==> src/rtl/pipe_pkg.sv <==
// Shared pipeline definitions: control-bundle bit positions and forwarding encodings.
package pipe_pkg;

    // Width of the opaque control bundle carried down the pipe
    localparam int unsigned CW = 8;

    // Fixed bit positions inside the control bundle
    localparam int unsigned CTRL_REGWRITE = 0;
    localparam int unsigned CTRL_MEMTOREG = 1;
    localparam int unsigned CTRL_MEMWRITE = 2;

    // Operand source selects for the execute-stage muxes
    localparam logic [1:0] FWD_REG = 2'b00;
    localparam logic [1:0] FWD_WB  = 2'b01;
    localparam logic [1:0] FWD_MEM = 2'b10;

endpackage

==> src/rtl/fwd_sel.sv <==
// Forwarding select for one source operand: MEM result beats WB data, $0 never forwards.
module fwd_sel
    import pipe_pkg::*;
(
    input  logic [4:0] src,
    input  logic       mem_regwrite,
    input  logic [4:0] mem_wa,
    input  logic       wb_regwrite,
    input  logic [4:0] wb_wa,
    output logic [1:0] sel
);

    // Pick the youngest in-flight producer of src
    always_comb begin
        sel = FWD_REG;
        if (mem_regwrite && (mem_wa != 5'd0) && (mem_wa == src)) begin
            sel = FWD_MEM;
        end else if (wb_regwrite && (wb_wa != 5'd0) && (wb_wa == src)) begin
            sel = FWD_WB;
        end
    end

endmodule

==> src/rtl/idex_stage.sv <==
// ID/EX pipeline register with load-use bubble insertion, held-operand refresh and
// execute-stage forwarding selects.
module idex_stage #(
    parameter int unsigned DW  = 32,
    parameter int unsigned CW  = pipe_pkg::CW,
    parameter int unsigned SCW = 16
) (
    input  logic           clk,
    input  logic           reset,
    input  logic           id_valid,
    input  logic [4:0]     id_rs,
    input  logic [4:0]     id_rt,
    input  logic [4:0]     id_wa,
    input  logic [DW-1:0]  id_rd1,
    input  logic [DW-1:0]  id_rd2,
    input  logic [DW-1:0]  id_imm,
    input  logic [CW-1:0]  id_ctrl,
    input  logic           ex_hold,
    input  logic           flush,
    input  logic           mem_regwrite,
    input  logic [4:0]     mem_wa,
    input  logic           wb_regwrite,
    input  logic [4:0]     wb_wa,
    input  logic [DW-1:0]  wb_wd,
    output logic           stall_id,
    output logic           ex_valid,
    output logic [4:0]     ex_rs,
    output logic [4:0]     ex_rt,
    output logic [4:0]     ex_wa,
    output logic [DW-1:0]  ex_a,
    output logic [DW-1:0]  ex_b,
    output logic [DW-1:0]  ex_imm,
    output logic [CW-1:0]  ex_ctrl,
    output logic [1:0]     ex_fwd_a,
    output logic [1:0]     ex_fwd_b,
    output logic [SCW-1:0] stall_cnt
);

    import pipe_pkg::CTRL_MEMTOREG;

    logic lu;
    logic wb_hit_a;
    logic wb_hit_b;

    // Hazard detection and writeback-refresh matches on the registered EX tags
    always_comb begin
        lu = id_valid && ex_valid && ex_ctrl[CTRL_MEMTOREG] && (ex_wa != 5'd0)
             && ((ex_wa == id_rs) || (ex_wa == id_rt));
        stall_id = lu || ex_hold;
        wb_hit_a = wb_regwrite && (wb_wa != 5'd0) && (wb_wa == ex_rs);
        wb_hit_b = wb_regwrite && (wb_wa != 5'd0) && (wb_wa == ex_rt);
    end

    // EX slot update: hold > flush > load-use bubble > normal load
    always_ff @(posedge clk or posedge reset) begin
        if (reset) begin
            ex_valid  <= 1'b0;
            ex_rs     <= '0;
            ex_rt     <= '0;
            ex_wa     <= '0;
            ex_a      <= '0;
            ex_b      <= '0;
            ex_imm    <= '0;
            ex_ctrl   <= '0;
            stall_cnt <= '0;
        end else if (ex_hold) begin
            // Keep held operands current with results retiring underneath them
            if (wb_hit_a) ex_a <= wb_wd;
            if (wb_hit_b) ex_b <= wb_wd;
        end else if (flush) begin
            ex_valid <= 1'b0;
            ex_ctrl  <= '0;
        end else if (lu) begin
            ex_valid <= 1'b0;
            ex_ctrl  <= '0;
            if (stall_cnt != {SCW{1'b1}}) stall_cnt <= stall_cnt + SCW'(1);
        end else begin
            ex_valid <= id_valid;
            ex_rs    <= id_rs;
            ex_rt    <= id_rt;
            ex_wa    <= id_wa;
            ex_a     <= id_rd1;
            ex_b     <= id_rd2;
            ex_imm   <= id_imm;
            ex_ctrl  <= id_valid ? id_ctrl : '0;
        end
    end

    fwd_sel u_fwd_a (
        .src          (ex_rs),
        .mem_regwrite (mem_regwrite),
        .mem_wa       (mem_wa),
        .wb_regwrite  (wb_regwrite),
        .wb_wa        (wb_wa),
        .sel          (ex_fwd_a)
    );

    fwd_sel u_fwd_b (
        .src          (ex_rt),
        .mem_regwrite (mem_regwrite),
        .mem_wa       (mem_wa),
        .wb_regwrite  (wb_regwrite),
        .wb_wa        (wb_wa),
        .sel          (ex_fwd_b)
    );

endmodule

==> config.mk <==
export PLATFORM = sky130hd
export DESIGN_NAME = idex_stage
export DESIGN_NICKNAME = d
export VERILOG_FILES = /design/src/rtl/pipe_pkg.sv /design/src/rtl/fwd_sel.sv /design/src/rtl/idex_stage.sv
export SDC_FILE = /design/constraint.sdc
export NUM_CORES = 1
export LEC_CHECK = 0
export BUFFER_PORTS_ARGS = -buffer_cell sky130_fd_sc_hd__buf_2
export CAP_MARGIN = 10
export CORE_ASPECT_RATIO = 1.75
export CORE_MARGIN = 2
export CORE_UTILIZATION = 30
export CTS_BUF_LIST = sky130_fd_sc_hd__clkbuf_2
export DETAILED_ROUTE_END_ITERATION = 8
export HOLD_SLACK_MARGIN = 0.1
export PLACE_DENSITY = 0.67
export SLEW_MARGIN = 20
export SYNTH_ARGS = -nofsm -noshare
export SYNTH_HDL_FRONTEND = slang
export SYNTH_HIERARCHICAL = 1
export SYNTH_SLANG_ARGS = --single-unit
==> constraint.sdc <==
create_clock -name clk -period 3.9 [get_ports clk]
set_input_delay 0.195 -clock clk [delete_from_list [all_inputs] [get_ports clk]]
set_output_delay 0.195 -clock clk [all_outputs]
set_load 0.05 [all_outputs]
==> results of run 1 <==
## layer usage
layer	part of all wire [%]	vias to the layer above	track usage [%]	routed length [um]
met5	0	-	0	0
met4	3.3	0	8.568	724
met3	6.9	48	5.490	1505
met2	54	251	34.78	11720
met1	36	2895	19.05	7925
li1	-	2762	-	-
## cell families (layout without fill, tap and decap cells)
family                   count (synthesis)  in the layout  share of synthesized area, %
AO/OA/AOI/OAI                           22             22                         3.584
XOR/XNOR                                51             51                         6.842
multiplexers                           176            176                         30.36
buffers and inverters                   26            564                         2.165
adder cells (fa/ha/maj)                  1              1                        0.1916
flip-flops                             136            136                         52.13
other                                    0              4                             0
AND/OR/NAND/NOR                         62             62                         4.734
## Yosys cell counts, drive strengths merged
cell type	number
a32o	8
o22ai	1
a21oi	3
clkbuf	6
mux2	176
ha	1
nand2	10
a31oi	1
nor3	14
or4	2
inv	4
o21bai	1
a211oi	2
xor2	23
o211ai	1
buf	16
xnor2	28
dfrtp	136
a21o	1
a21boi	1
nor2	12
nand4	3
nand3	15
and3	2
nor4	4
a22o	1
o41ai	2
## layout make-up
type,count,area share (%)
Sequential cell,136,31.40
Clock buffer,18,0.8311
Clock inverter,14,1.674
Inverter,4,0.1847
Timing Repair Buffer,528,34.75
Tap cell,292,3.371
Antenna cell,4,0.09235
Multi-Input combinational cell,312,27.70
## worst max path at each step
| stage | end | cells after the start | from | slack [ns] |
|---|---|---|---|---|
| 2_1_floorplan | ex_a[0]$_DFFE_PP0P_ | 1 | reset | 0.07 |
| 3_3_place_gp | stall_cnt[9]$_DFFE_PP0P_ | 7 | stall_cnt[0]$_DFFE_PP0P_ | 1.40 |
| 3_5_place_dp | stall_cnt[9]$_DFFE_PP0P_ | 7 | stall_cnt[0]$_DFFE_PP0P_ | 1.33 |
| 6_report | ex_ctrl[7]$_DFFE_PP0N_ | 6 | ex_wa[3]$_DFFE_PP0P_ | 1.23 |
| 4_1_cts | ex_ctrl[0]$_DFFE_PP0N_ | 6 | ex_wa[3]$_DFFE_PP0P_ | 1.25 |
| 5_1_grt | ex_ctrl[5]$_DFFE_PP0N_ | 6 | ex_wa[3]$_DFFE_PP0P_ | 1.12 |
## flip-flops by register name (all words and copies together) (netlist names)
signal	cells
ex_rt	5
ex_ctrl	8
ex_valid	1
ex_rs	5
stall_cnt	16
ex_b	32
ex_a	32
ex_wa	5
ex_imm	32
## critical path: stages (launching register included)
cell and delay [ns]:
dfrtp_1 0.50, nor3_1 0.20, a21oi_1 0.17, a21boi_4 0.26, buf_4 0.62, a32o_1 0.27, dlygate4sd3_1 0.58
## power by group through the flow
stage | Clock (mW) | Sequential, mW | Combinational (mW)
after floorplan | 0 | 2.49 | 0.405
after global routing | 1.04 | 1.79 | 1.84
after CTS | 1.00 | 1.75 | 1.74
after detailed placement | 0 | 1.78 | 1.55
after global placement | 0 | 1.77 | 1.54
final | 0.945 | 1.76 | 1.76
## per-stage QoR
stage	utilization [%]	total power, mW	instance area (um^2)	hold slack [ns]
global route	50.62	4.670	10840	0.1219
floorplan	-	2.896	6529	0.3466
finish	50.63	4.457	10840	0.2060
global placement	39.13	3.308	8378	0.2966
CTS	50.45	4.491	10800	0.1028
detailed placement	39.13	3.328	8378	0.3047
## repair_timing
| action | 4_1_cts | 5_1_grt |
|---|---|---|
| setup buffers | 0 | 0 |
| hold endpoints to repair | 256 | 0 |
| setup endpoints to repair | 0 | 0 |
| hold buffers | 215 | 0 |
==> impl_metrics.py, run 1 <==
metrics = {
    "sta": {
        "period_minus_slack_ns": 2.672,
        "rsz0062_at_grt": "false",
        "fin_skew_ns": 0.02951,
        "finalHoldViolCount": 0,
        "setup-tns-final_ns": 0,
        "finalSetupViolCount": 0,
        "post-route-period-util_pct": 68.51,
        "slew_headroom_pct": 45.04,
        "worst_slack_ns": 1.228,
        "slew_violations": 0,
        "worst_pin_slew_ns": 0.8244,
        "fmax_mhz": 374.2,
    },
    "power_and_ir_drop": {
        "ir_worst_vdd_mv": 0.3713,
        "switchingPower_mw": 1.791,
        "leakage_nw": 5.060,
        "powerDensity_nw_per_um2": 411.2,
        "switching_share_pct": 40.17,
        "share_comb_of_total_power_pct": 39.4,
        "pwr-share-seq_pct": 39.4,
        "p_int_mw": 2.667,
        "pwr-share-clk_pct": 21.2,
    },
    "clock_network": {
        "clk_latency_ns": 0.74,
        "clock_sinks": 136,
        "cts_tree": "done",
        "htreeDepth": 4,
        "ctsResizeCount": 0,
        "clk_pin_slew_ns": 0.23,
        "cts-buffers-inserted": 17,
        "root_buffer": "clkbuf_2",
        "clockBufferDepth": 2,
    },
    "finish": {
        "final_cell_mix": "buf_2, dlygate4sd3_1, mux2_2, dfrtp_1, xnor2_1",
        "nets": 1168,
        "final-seq-area_um2": 3403,
        "drive_above_1_share_pct": 52.47,
        "multi_input_area_um2": 3003,
        "areaGrowthSynthToFinish_pct": 66.02,
        "fillCellCount": 1799,
        "final_common_cell": "buf_2",
        "stdcell_count": 1308,
    },
    "routing": {
        "ant_nets": 0,
        "wl_per_cell_um": 16.73,
        "vias": 5956,
        "drc": 0,
        "drtIter0Drc": 159,
        "viasPerCell": 4.554,
        "dr.pass1.iters": 4,
        "drt_wl_total_mm": 21.88,
    },
    "place": {
        "placedCellCount": 1056,
        "port_buffers": 308,
        "place_congestion": 0.7983,
        "dp_hpwl_mm": 13.48,
        "place_ws_ns": 1.333,
    },
    "synth": {
        "yosys-top-cells-area": "dfrtp_1, mux2_2, xnor2_1",
        "yosysTopAreaCellShare_pct": 52.13,
        "yosysUniqueCellTypes": 32,
        "synth-seq-cells": 136,
        "ys_seq_area_share_pct": 52.13,
        "synthCells": 474,
        "synth_area_per_cell_um2": 13.77,
        "yosysWarningCount": 6,
        "syn_nets": 643,
        "synth_top_cell_by_area": "dfrtp_1",
        "synth_area_um2": 6529,
    },
    "floorplan": {
        "io_pins": 309,
        "die_area_um2": 23000,
        "start_util_pct": 30.50,
        "chipHeight_um": 199.2,
        "die_w_um": 115.5,
        "rows": 71,
        "core_um2": 21410,
    },
    "grt": {
        "grt_pass1_vias": 6506,
        "grt_pass1_wl_mm": 33.05,
        "antenna_found_initial": 4,
        "grt_max_degree": 76,
        "grt_overflow": 0,
        "track_usage_pct": 18.81,
    },
    "critical_path": {
        "critical_path_class": "reg2reg",
        "arrival_ns": 3.35,
        "r2r_start": "ex_wa[3]$_DFFE_PP0P_",
        "required_ns": 4.58,
        "ff2ff_path_depth": 6,
        "reg2reg_slack_ns": 1.23,
        "worst-path-max-fanout": 56,
        "r2r-end": "ex_ctrl[7]$_DFFE_PP0N_",
        "end_kind": "flop",
        "worstSetupStartpointType": "flop",
    },
    "job": {
        "maxCapViolCount": 0,
    },
    "status": {
        "outcome": "completed",
    },
    "min_path": {
        "holdPathStages": 4,
        "hold_path_end": "ex_a[0]$_DFFE_PP0P_",
        "min_path_type": "in2reg",
        "hold_start": "wb_regwrite",
    },
}
No activity file was read; power rests on OpenSTA's default activity.
==> run 2: changes to the inputs <==
Settings changed: PLACE_DENSITY 0.67 to 0.65.
Clock period 3.9 ns to 2.55 ns, I/O delays scaled along.
==> run 2 against run 1 <==
The run now fails in clock tree synthesis. Area after synthesis did not move. Synthesized cell count did not move.
==> impl_metrics.py, run 2 <==
metrics = {
    "clock_network": {
        "root_buffer": "clkbuf_2",
        "cts-buffers-inserted": 17,
        "cts_setup_buffers": 0,
        "htreeDepth": 4,
        "cts_hold_buf": 219,
        "clockBufferDepth": 2,
        "ctsResizeCount": 5,
        "clock_sinks": 136,
    },
    "floorplan": {
        "start_util_pct": 30.50,
        "die_w_um": 115.5,
        "rows": 71,
        "chipHeight_um": 199.2,
        "io_pins": 309,
    },
    "synth": {
        "yosys-top-cells-area": "dfrtp_1, mux2_2, xnor2_1",
        "yosysUniqueCellTypes": 32,
        "synth_area_per_cell_um2": 13.77,
        "synth_top_cell_by_area": "dfrtp_1",
        "post-synth-top-count-cell": "mux2_2",
        "dominantRegCellSynth": "dfrtp_1",
        "yosys-top-cells-count": "mux2_2, dfrtp_1, xnor2_1",
        "synth-async-reset-ratio_pct": 100.0,
        "yosysTopAreaCellShare_pct": 52.13,
        "synth-seq-cells": 136,
        "yosysWarningCount": 6,
        "synth_area_um2": 6529,
        "synthCells": 474,
        "ys_seq_area_share_pct": 52.13,
        "synth_edf_count": 0,
        "syn_nets": 643,
    },
    "place": {
        "placedCellCount": 1060,
        "dp_hpwl_mm": 13.78,
        "place_congestion": 0.7598,
        "port_buffers": 308,
    },
    "status": {
        "stop_stage": "clock tree synthesis",
        "run.stop_error": "[ERROR RSZ-0060] Max buffer count reached.",
        "outcome": "aborted with a tool error",
    },
}
run 2: stage by stage:
step	utilization, %	setup WS (ns)	hold slack, ns	area [um^2]
2_1_floorplan	-	0.3371	0.2791	6533
3_3_place_gp	39.56	0.4460	0.2692	8469
3_5_place_dp	39.56	0.4110	0.2764	8469
run 2: cells by family after synthesis:
group | synth area share [%]
compound gates | 3.584
xor+xnor | 6.842
mux | 30.36
simple gates | 4.734
buf+inv | 2.165
fa+ha+maj | 0.1916
flops | 52.13
==> run 3: changes to the inputs <==
Settings changed: CORE_ASPECT_RATIO 1.75 to not set, CORE_UTILIZATION 30 to 20, CTS_BUF_LIST sky130_fd_sc_hd__clkbuf_2 to not set, HOLD_SLACK_MARGIN 0.1 to not set, PLACE_DENSITY 0.65 to not set, PLACE_DENSITY_LB_ADDON set to 0.15.
==> run 3 against run 2 <==
The run now ends clean.
==> impl_metrics.py, run 3 (same netlist as run 1, synthesis figures left out) <==
metrics = {
    "finish": {
        "stdcell_count": 1307,
        "top_regs": "ex_a (32), ex_b (32), ex_imm (32)",
        "final_common_cell": "buf_2",
        "areaGrowthSynthToFinish_pct": 51.07,
        "drive_above_1_share_pct": 62.77,
        "final_cell_mix": "buf_2, mux2_2, dfrtp_1, dlygate4sd3_1, xnor2_1",
        "nets": 1021,
        "fillCellCount": 3411,
        "diodes": 0,
    },
    "critical_path": {
        "worstSetupStartpointType": "flop",
        "worst-path-max-fanout": 23,
        "arrival_ns": 2.58,
        "critical_path_class": "reg2reg",
        "cp_num_buf_inv": 1,
        "critPathTopFamily": "compound AO/OA/AOI/OAI gates",
        "slowest_delay_ns": 0.44,
        "end_kind": "flop",
        "cpMaxStageDelayCell": "dfrtp_1",
        "required_ns": 2.87,
        "crit_chain": "nor3_1, a21oi_1, a21boi_4, o21bai_4, buf_12, mux2_2",
    },
    "min_path": {
        "min_path_type": "in2reg",
    },
    "clock_network": {
        "ctsResizeCount": 0,
        "cts_setup_buffers": 0,
        "root_buffer": "clkbuf_16",
        "clk_pin_slew_ns": 0.06,
        "cts_tree": "done",
        "htreeDepth": 4,
        "clock_sinks": 136,
        "cts-buffers-inserted": 17,
        "cts_hold_buf": 56,
        "clk_latency_ns": 0.44,
        "clockBufferDepth": 2,
    },
    "sta": {
        "slew_violations": 0,
        "worst_pin_slew_ns": 0.9479,
        "slew_headroom_pct": 36.81,
        "fmax_mhz": 442.0,
        "post-route-period-util_pct": 88.72,
        "fin_skew_ns": 0.01084,
        "rsz0062_at_grt": "false",
        "finalSetupViolCount": 0,
        "finalHoldViolCount": 0,
        "period_minus_slack_ns": 2.262,
        "setup-tns-final_ns": 0,
    },
    "routing": {
        "dr.pass1.iters": 5,
        "drt_wl_total_mm": 20.15,
        "viasPerCell": 3.955,
        "vias": 5169,
        "wl_per_cell_um": 15.42,
        "drc": 0,
        "drtIter0Drc": 165,
        "ant_nets": 0,
    },
    "power_and_ir_drop": {
        "leakage_nw": 4.552,
        "ir_worst_vdd_mv": 0.4298,
        "powerDensity_nw_per_um2": 776.9,
    },
    "floorplan": {
        "rows": 66,
        "io_pins": 309,
        "chipHeight_um": 184.7,
        "die_area_um2": 34100,
        "start_util_pct": 20.17,
        "core_um2": 32370,
        "die_w_um": 184.7,
    },
    "place": {
        "placedCellCount": 1218,
        "dp_hpwl_mm": 14.78,
        "place_congestion": 0.7213,
        "port_buffers": 308,
    },
    "status": {
        "outcome": "completed",
    },
    "grt": {
        "track_usage_pct": 11.83,
        "antenna_found_initial": 1,
        "grt_max_degree": 74,
        "grt_overflow": 0,
        "grt_pass1_wl_mm": 30.30,
        "grt_pass1_vias": 5435,
    },
    "job": {
        "maxCapViolCount": 0,
    },
}
-- run 3: final timing paths --
path | startpoint | end | slack [ns] | cells past startpoint
max reg2reg | ex_wa[2]$_DFFE_PP0P_ | ex_a[20]$_DFFE_PP0P_ | 0.29 | 6
min in group asynchronous | reset | stall_cnt[0]$_DFFE_PP0P_ | 0.30 | 3
max | ex_wa[2]$_DFFE_PP0P_ | ex_a[20]$_DFFE_PP0P_ | 0.29 | 6
min | id_rd2[29] | ex_b[29]$_DFFE_PP0P_ | 0.05 | 3
min reg2reg | ex_ctrl[7]$_DFFE_PP0N_ | ex_ctrl[7]$_DFFE_PP0N_ | 0.49 | 1
max in group asynchronous | reset | ex_rs[4]$_DFFE_PP0P_ | 1.63 | 4
-- run 3: metal layers --
layer | GRT usage (%) | vias up | wire (um)
met2 | 19.34 | 225 | 9190
met5 | 0 | - | 13
li1 | - | 2471 | -
met4 | 3.619 | 2 | 247
met3 | 5.355 | 22 | 2001
met1 | 13.89 | 2449 | 8696
-- run 3: area by class of cell --
type                            count  area, um^2  area share [%]
Tap cell                          442       553.0           5.607
Sequential cell                   136        3403           34.50
Timing Repair Buffer              381        2295           23.27
Multi-Input combinational cell    312        3003           30.45
Clock buffer                       18       429.2           4.351
Inverter                            4       18.77          0.1903
Clock inverter                     14       161.4           1.636
-- run 3: stage by stage --
stage          setup WS [ns]  total power, mW  instance area, um^2  util [%]  hold WS (ns)
6_report              0.2878            7.663                 9863     30.47       0.04917
5_1_grt               0.1415            8.057                 9863     30.47       0.02159
4_1_cts               0.1436            7.804                 9843     30.41       0.01189
3_5_place_dp          0.1659            5.149                 8692     26.85        0.2395
3_3_place_gp          0.1880            5.153                 8692     26.85        0.2468
2_1_floorplan         0.3371            4.430                 6533         -        0.2791
-- run 3: power breakdown --
part | leakage [nW] | total, mW | internal (mW) | switching (mW)
Combinational | 2.64 | 2.49 | 0.809 | 1.68
Clock | 0.273 | 2.51 | 1.46 | 1.05
Sequential | 1.64 | 2.66 | 2.47 | 0.189
-- run 3: worst reg2reg max path: cells and delay by family (launching register included) --
kind | cells | cell delay, ns
buffers and inverters | 1 | 0.25
AND/OR/NAND/NOR | 1 | 0.26
AO/OA/AOI/OAI | 3 | 0.83
multiplexers | 1 | 0.37
flip-flops | 1 | 0.44
